<file path="src/rtl/pc_unit.sv">
// pc_unit: program counter with jr/jump/branch select,
// registered flush, halt state and saturating fetch counter.
module pc_unit #(
    parameter logic [15:0] RESET_PC = 16'h0000,
    parameter int          CNT_W    = 16
) (
    input  logic             clk,
    input  logic             reset,
    input  logic             stall,
    input  logic             halt,
    input  logic             JR_control,
    input  logic [15:0]      jr_target,
    input  logic             jump,
    input  logic [11:0]      jump_target,
    input  logic             branch,
    input  logic             zero,
    input  logic [7:0]       branch_offset,
    output logic [15:0]      pc,
    output logic [15:0]      pc_plus2,
    output logic             flush,
    output logic             halted,
    output logic [CNT_W-1:0] fetch_count
);

    localparam logic [0:0] S_RUN    = 1'b0;
    localparam logic [0:0] S_HALTED = 1'b1;

    localparam logic [CNT_W-1:0] CNT_ONE = {{(CNT_W-1){1'b0}}, 1'b1};
    localparam logic [CNT_W-1:0] CNT_MAX = {CNT_W{1'b1}};

    logic [0:0]       state_q;
    logic [0:0]       state_d;
    logic [15:0]      pc_q;
    logic [15:0]      pc_d;
    logic             flush_q;
    logic [CNT_W-1:0] cnt_q;

    logic        active;
    logic        take_halt;
    logic        advance;
    logic        br_taken;
    logic        sel_jr;
    logic        sel_jmp;
    logic        sel_br;
    logic        sel_seq;
    logic        taken;
    logic [15:0] seq_pc;
    logic [15:0] jr_pc;
    logic [15:0] jmp_pc;
    logic [15:0] br_pc;
    logic [15:0] br_disp;

    assign seq_pc = pc_q + 16'd2;

    // Sampled controls: stall or halt freeze everything else.
    assign active    = (state_q == S_RUN) && !stall;
    assign take_halt = active && halt;
    assign advance   = active && !halt;
    assign br_taken  = branch && zero;

    // One-hot selects encode the jr > jump > branch > seq priority.
    assign sel_jr  = advance && JR_control;
    assign sel_jmp = advance && !JR_control && jump;
    assign sel_br  = advance && !JR_control && !jump && br_taken;
    assign sel_seq = advance && !JR_control && !jump && !br_taken;
    assign taken   = sel_jr || sel_jmp || sel_br;

    // Candidate targets; all keep bit 0 cleared.
    assign jr_pc   = jr_target & 16'hFFFE;
    assign jmp_pc  = {seq_pc[15:13], jump_target, 1'b0};
    assign br_disp = {{7{branch_offset[7]}}, branch_offset, 1'b0};
    assign br_pc   = seq_pc + br_disp;

    // Next-PC mux; holds when nothing is selected.
    always_comb begin
        pc_d = pc_q;
        unique case (1'b1)
            sel_jr:  pc_d = jr_pc;
            sel_jmp: pc_d = jmp_pc;
            sel_br:  pc_d = br_pc;
            sel_seq: pc_d = seq_pc;
            default: pc_d = pc_q;
        endcase
    end

    // Next FSM state; HALTED is only left through reset.
    always_comb begin
        state_d = state_q;
        if (take_halt) begin
            state_d = S_HALTED;
        end
    end

    // PC, FSM and flush registers.
    always_ff @(posedge clk) begin
        if (reset) begin
            pc_q    <= {RESET_PC[15:1], 1'b0};
            state_q <= S_RUN;
            flush_q <= 1'b0;
        end else begin
            pc_q    <= pc_d;
            state_q <= state_d;
            flush_q <= taken;
        end
    end

    // Saturating count of PC advances.
    always_ff @(posedge clk) begin
        if (reset) begin
            cnt_q <= '0;
        end else if (advance && (cnt_q != CNT_MAX)) begin
            cnt_q <= cnt_q + CNT_ONE;
        end
    end

    assign pc          = pc_q;
    assign pc_plus2    = seq_pc;
    assign flush       = flush_q;
    assign halted      = (state_q == S_HALTED);
    assign fetch_count = cnt_q;

endmodule

</file>
<file path="config.mk">
export PLATFORM = sky130hd
export DESIGN_NAME = pc_unit
export DESIGN_NICKNAME = d
export VERILOG_FILES = /design/src/rtl/pc_unit.sv
export SDC_FILE = /design/constraint.sdc
export NUM_CORES = 1
export LEC_CHECK = 0
export CAP_MARGIN = 10
export CORE_ASPECT_RATIO = 1.1
export CORE_UTILIZATION = 47
export CTS_BUF_LIST = sky130_fd_sc_hd__clkbuf_2
export CTS_CLUSTER_DIAMETER = 50
export CTS_CLUSTER_SIZE = 14
export DETAILED_ROUTE_END_ITERATION = 6
export GPL_ROUTABILITY_DRIVEN = 0
export PLACE_DENSITY = 0.82
export SYNTH_ARGS = -nofsm -noshare
export SYNTH_HDL_FRONTEND = slang
export SYNTH_SLANG_ARGS = --single-unit
</file>
<file path="constraint.sdc">
create_clock -name clk -period 3.5 [get_ports clk]
set_clock_uncertainty 0.05 [all_clocks]
set_input_delay 0.35 -clock clk [delete_from_list [all_inputs] [get_ports clk]]
set_output_delay 0.35 -clock clk [all_outputs]
set_load 0.05 [all_outputs]
</file>
==> results of run 1 <==
[critical path: cells and delay by family (launching register included)]
family / cells / cell delay [ns]
simple gates: 3 / 0.87
buf+inv: 1 / 0.83
flops: 1 / 0.47
xor+xnor: 1 / 0.24
[cells by family after synthesis]
group / count (synthesis) / share of synthesized area [%]
AOI/OAI and AO/OA: 89 / 22.5
xor gates and xnor gates: 39 / 12.9
adders and majority gates: 19 / 9.07
buffers and inverters: 29 / 4.58
DFF: 33 / 24.4
muxes: 3 / 1.11
other: 1 / 0.139
and+or+nand+nor: 132 / 25.3
[power groups by stage]
stage                     clock [mW]  sequential [mW]  combinational, mW
after floorplan                    0            0.458              0.213
after global placement             0            0.419              0.383
after detailed placement           0            0.420              0.388
after CTS                      0.189            0.412              0.391
after global routing           0.204            0.415              0.419
final                          0.186            0.413              0.391
[path summary, 6_finish.rpt]
kind	cells after the start	end	startpoint	slack (ns)
worst max-delay path	5	pc_plus2[14]	pc[6]	0.30
worst min-delay path	2	pc[4]	pc[4]	0.48
worst max register to register	11	pc[14]	pc[6]	0.37
worst min register to register	2	pc[4]	pc[4]	0.48
[routing by layer]
metal	track usage [%]	vias up	routed length, um
met3	5.52	16	444
met1	33.7	1350	3480
li1	-	1437	-
met5	0	-	0
met4	9.25	0	157
met2	45.9	103	3730
[final cells by class]
cell class                 count  area [um2]  area share (%)
clock buffer                   8        40.0            1.06
inverter                      11        41.3            1.10
multi-input combinational    284        1980            52.7
sequential                    33         664            17.7
tap                           75        93.8            2.50
timing repair buffer          95         938            25.0
[synthesized netlist by cell type (3+ instances only)]
| cell | number |
|---|---|
| a211oi_1 | 8 |
| a21o_1 | 10 |
| a21oi_1 | 18 |
| a221oi_1 | 8 |
| a22oi_1 | 4 |
| a31oi_1 | 3 |
| and3_1 | 5 |
| and4_1 | 4 |
| buf_2 | 3 |
| buf_4 | 3 |
| clkbuf_1 | 11 |
| dfxtp_1 | 33 |
| ha_1 | 18 |
| inv_1 | 11 |
| mux2i_1 | 3 |
| nand2_1 | 24 |
| nand2b_1 | 3 |
| nand3_1 | 16 |
| nand4_1 | 9 |
| nor2_1 | 42 |
| nor3_1 | 10 |
| nor3b_1 | 3 |
| nor4_1 | 3 |
| o21ai_0 | 10 |
| o22ai_1 | 8 |
| or3_1 | 3 |
| xnor2_1 | 24 |
| xor2_1 | 14 |
[registers in the layout, summed over array words and instances, names as in the netlist]
register and cells:
halted 1, pc 15, fetch_count 16, flush 1
[per-stage QoR]
step / power, mW / instances / hold slack, ns
global placement: 0.802 / 498 / 0.446
detailed placement: 0.809 / 498 / 0.463
floorplan: 0.671 / 346 / 0.445
global route: 1.04 / 506 / 0.509
CTS: 0.993 / 506 / 0.487
finish: 0.990 / 506 / 0.483
==> metrics.yaml, run 1 <==
drv_slew: 0
yosys-top-cells-area: "dfxtp_1 (24%), ha_1 (8.3%), xnor2_1 (7.8%)"
end_kind: "primary output"
clock_tree_from_tritoncts: "done"
worst-path-max-fanout: 5
antennaDiodeCount: 0
drt_first_iter_violations: 163
synthesis.area_um2: 2710
synthCells: 345
pin_count_of_the_biggest_net_entering_global_routing: 36
finalSetupViolations: 0
final_cell_area_um2: 3760
crit_required_ns: 3.10
share_clk_of_total_power_pct: 18.8
synth_enable_flop_cells: 0
cts.clk_slew.worst_paths_ns: 0.19
netSwitchingPower_uw: 379
cpPeakStageDelay_ns: 0.83
routed_via_density: 5.74
async_flop_share_pct: 0
ios: 94
n_fill_cell: 496
postLayoutCoreUtil_pct: 68.8
synth.lib_cells_used.distinct: 53
synth-seq-area-share_pct: 24.4
cts-hold-fix-buffers: 0
max-clock-path-buffers: 2
worst_pin_slew_ns: 0.582
global_route_wire_length_before_repair_um: 12600
chain_of_cells_forming_the_critical_path: "and4_2 -> nand3_1 -> nor4_1 -> xor2_2 -> clkdlybuf4s50_1"
route.antenna.remaining_nets: 0
grt_overflow: 0
maxClockFrequency_mhz: 313
floorplan.rows: 28
setup_ws_ns: 0.301
critPathArrivalTime_ns: 2.80
layout_min_cycle_time_ns: 3.20
buffer_ports.inserted: 90
p_leak_nw: 1.47
grt_usage_pct: 27.0
pwr-share-comb_pct: 39.5
dp_hpwl_um: 6110
hold_viol_final: 0
layout.nets: 493
first_global_vias: 2779
layout_common_cells: "clkdlybuf4s50_1 (90), nor2_1 (42), dfxtp_1 (30), nand2_1 (24), xnor2_1 (21)"
ys_ff_latch: 33
core_area_um2: 5470
layout.cells.most_common: "clkdlybuf4s50_1"
die_height_um: 81.6
yosysTopAreaCellShare_pct: 24.4
p_sw_share_pct: 38.3
timing.critical_path.slowest_stage_cell: "clkdlybuf4s50_1"
max-slew-margin-rel_pct: 60.9
synthesized_area_per_cell_um2: 7.84
clock-root-buffer: "clkbuf_2"
max_cap_viol_count: 0
postPlaceCellArea_um2: 3720
start_util_pct: 49.5
drc: 0
die-width_um: 74.3
antenna_found_initial: 0
outcome: "completed"
cts.sinks: 33
routed_wirelength_normalized_by_instance_count_um: 15.4
wl_um: 7810
rsz_0062_raised_after_global_routing: "no"
yosys.area.top_type: "dfxtp_1"
drt_pass1_iterations: 4
clock_latency_ns: 0.36
yosys_warnings: 0
cts_htree_levels: 2
vias: 2906
pwr_density_cell_nw_per_um2: 263
layout-drive-gt1-share_pct: 7.66
synth-main-ff-cell: "dfxtp_1"
criticalPathCategory: "reg -> out"
area_delta_synth_final_pct: 39.0
fp.dieArea_um2: 6060
min_period_over_period_pct: 91.4
dp_worst_setup_slack_ns: 0.421
post_cts.resized_instances: 0
post_cts.repair.setup_buffers: 0
crit_path_start_kind: "flip-flop"
seq_power_share_pct: 41.7
power_report.internal_total_uw: 611
irDropWorstVdd_mv: 0.240
finalSetupTns_ns: 0
worstHoldPathType: "reg -> reg"
total_clock_buffers_created_by_cts: 5
No activity file was read; power rests on OpenSTA's default activity.
==> run 2, diff against run 1 <==
--- a/config.mk
+++ b/config.mk
@@ -7,13 +7,16 @@
 export LEC_CHECK = 0
 export CAP_MARGIN = 10
 export CORE_ASPECT_RATIO = 1.1
-export CORE_UTILIZATION = 47
+export CORE_UTILIZATION = 65
 export CTS_BUF_LIST = sky130_fd_sc_hd__clkbuf_2
 export CTS_CLUSTER_DIAMETER = 50
 export CTS_CLUSTER_SIZE = 14
 export DETAILED_ROUTE_END_ITERATION = 6
+export DONT_BUFFER_PORTS = 1
 export GPL_ROUTABILITY_DRIVEN = 0
-export PLACE_DENSITY = 0.82
+export PLACE_DENSITY = 0.8
+export RECOVER_POWER = 50
+export SKIP_CTS_REPAIR_TIMING = 1
 export SYNTH_ARGS = -nofsm -noshare
 export SYNTH_HDL_FRONTEND = slang
 export SYNTH_SLANG_ARGS = --single-unit
==> metrics.yaml, run 2 (same netlist as run 1, synthesis figures left out) <==
outcome: "completed"
dp.cells: 408  # -18%
hold_viol_final: 0  # unchanged
drt_pass1_iterations: 4  # unchanged
routed_via_density: 6.49  # +13%
floorplan.rows: 24  # -14%
route.antenna.remaining_nets: 0  # unchanged
critPathArrivalTime_ns: 3.54  # +0.74 ns
fp.dieArea_um2: 4420  # -27%
start_util_pct: 68.2  # +19 points
worstHoldStart: "reset"
cts.sinks: 33  # unchanged
r2r.worst_path.cells: 10  # -1
area_delta_synth_final_pct: 10.2
irDropWorstVdd_mv: 0.255  # +6.4%
routed_wirelength_normalized_by_instance_count_um: 17.7  # +14%
dp_hpwl_um: 5670  # -7.2%
min_period_over_period_pct: 95.1  # +3.7 points
layout_common_cells: "nor2_1 (42), dfxtp_1 (30), nand2_1 (24), xnor2_1 (21)"
total_clock_buffers_created_by_cts: 5  # unchanged
drc: 0  # unchanged
max-clock-path-buffers: 2  # unchanged
clock-root-buffer: "clkbuf_2"
cts_htree_levels: 2  # unchanged
grt_overflow: 0  # unchanged
max_cap_viol_count: 0  # unchanged
n_fill_cell: 330  # -33%
layout.nets: 428  # -13%
global_route_wire_length_before_repair_um: 11700  # -6.6%
clock_tree_from_tritoncts: "done"
worstHoldPathType: "in -> reg"
postPlaceCellArea_um2: 2960  # -20%
finalSetupTns_ns: 0  # unchanged
drv_slew: 0  # unchanged
drt_first_iter_violations: 204  # +25%
clock_latency_ns: 0.38  # +0.02 ns
crit_path_start_kind: "flip-flop"
p_leak_nw: 1.22  # -17%
antenna_found_initial: 0  # unchanged
final_cell_area_um2: 2980  # -21%
die_height_um: 69.7  # -15%
layout_min_cycle_time_ns: 3.33  # +0.128 ns
ios: 94  # unchanged
antennaDiodeCount: 0  # unchanged
end_kind: "flip-flop"
finalSetupViolations: 0  # unchanged
core_area_um2: 3960  # -27%
maxClockFrequency_mhz: 301  # -3.9%
die-width_um: 63.5  # -15%
crit_required_ns: 3.71  # +0.61 ns
rsz_0062_raised_after_global_routing: "no"
rr_startpoint: "pc[9]"
largest_register_ffs: 16  # unchanged
number_of_cells_traversed_by_the_worst_hold_path: 1  # -1
max-slew-margin-rel_pct: 44.0  # -17 points
layout.cells.most_common: "nor2_1"
final-instance-count-excl-fill: 417  # -18%
wl_um: 7360  # -5.7%
worst-path-max-fanout: 7  # +2
first_global_vias: 2520  # -9.3%
grt_usage_pct: 33.9  # +6.9 points
buffer_ports.inserted: 0  # -100%
pwr_density_cell_nw_per_um2: 302  # +15%
ff_latch_area_um2: 664  # unchanged
crit_start: "pc[9]"
worst_pin_slew_ns: 0.840  # +0.258 ns
multi_input_area_um2: 1980  # unchanged
layout-drive-gt1-share_pct: 11.8  # +4.1 points
pin_count_of_the_biggest_net_entering_global_routing: 37  # +2.8%
cts.clk_slew.worst_paths_ns: 0.17  # -0.02 ns
vias: 2705  # -6.9%
criticalPathCategory: "reg -> reg"
[run 2: layout make-up]
cell class	instances	area share, %
Sequential cell	33	22.3
Multi-Input combinational cell	284	66.5
Clock buffer	6	1.01
Clock inverter	1	0.126
Timing Repair Buffer	30	6.55
Tap cell	52	2.18
Inverter	11	1.38
[run 2: stage by stage]
step                      utilization, %  hold slack (ns)  setup WS (ns)  power, mW
final                               75.2           0.0312          0.172      0.901
after global routing                75.2           0.0100         0.0168      0.943
after CTS                           75.6          -0.0631          0.244      0.902
after detailed placement            74.7            0.370          0.267      0.727
after global placement              74.7            0.367          0.376      0.723
after floorplan                        -            0.445        -0.0355      0.671
[run 2: worst paths after layout]
check	endpoint	slack [ns]
hold reg to reg	pc[11]	0.67
setup / recovery	pc[15]	0.17
setup reg to reg	pc[15]	0.17
hold / removal	pc[8]	0.03
[run 2: critical path, stage by stage (launching register included)]
cell and delay, ns:
dfxtp_1 0.45, clkbuf_1 0.64, inv_1 0.13, nor3_1 0.47, xor2_2 0.15, ha_1 0.40, or2_2 0.32, a31oi_1 0.19
a21oi_1 0.11, xnor2_1 0.20, o22ai_1 0.10
[run 2: routing by layer]
metal	part of all wire (%)	up-vias	global-route usage (%)
met5	0	-	0
met4	1.7	0	10.9
met3	9.1	14	9.87
met2	49	125	57.8
met1	41	1260	40.2
li1	-	1306	-
[run 2: power by group]
group | leakage, nW | internal, mW | switching, mW
combinational | 0.928 | 0.103 | 0.204
sequential | 0.269 | 0.389 | 0.0311
clock | 0.0265 | 0.0466 | 0.128
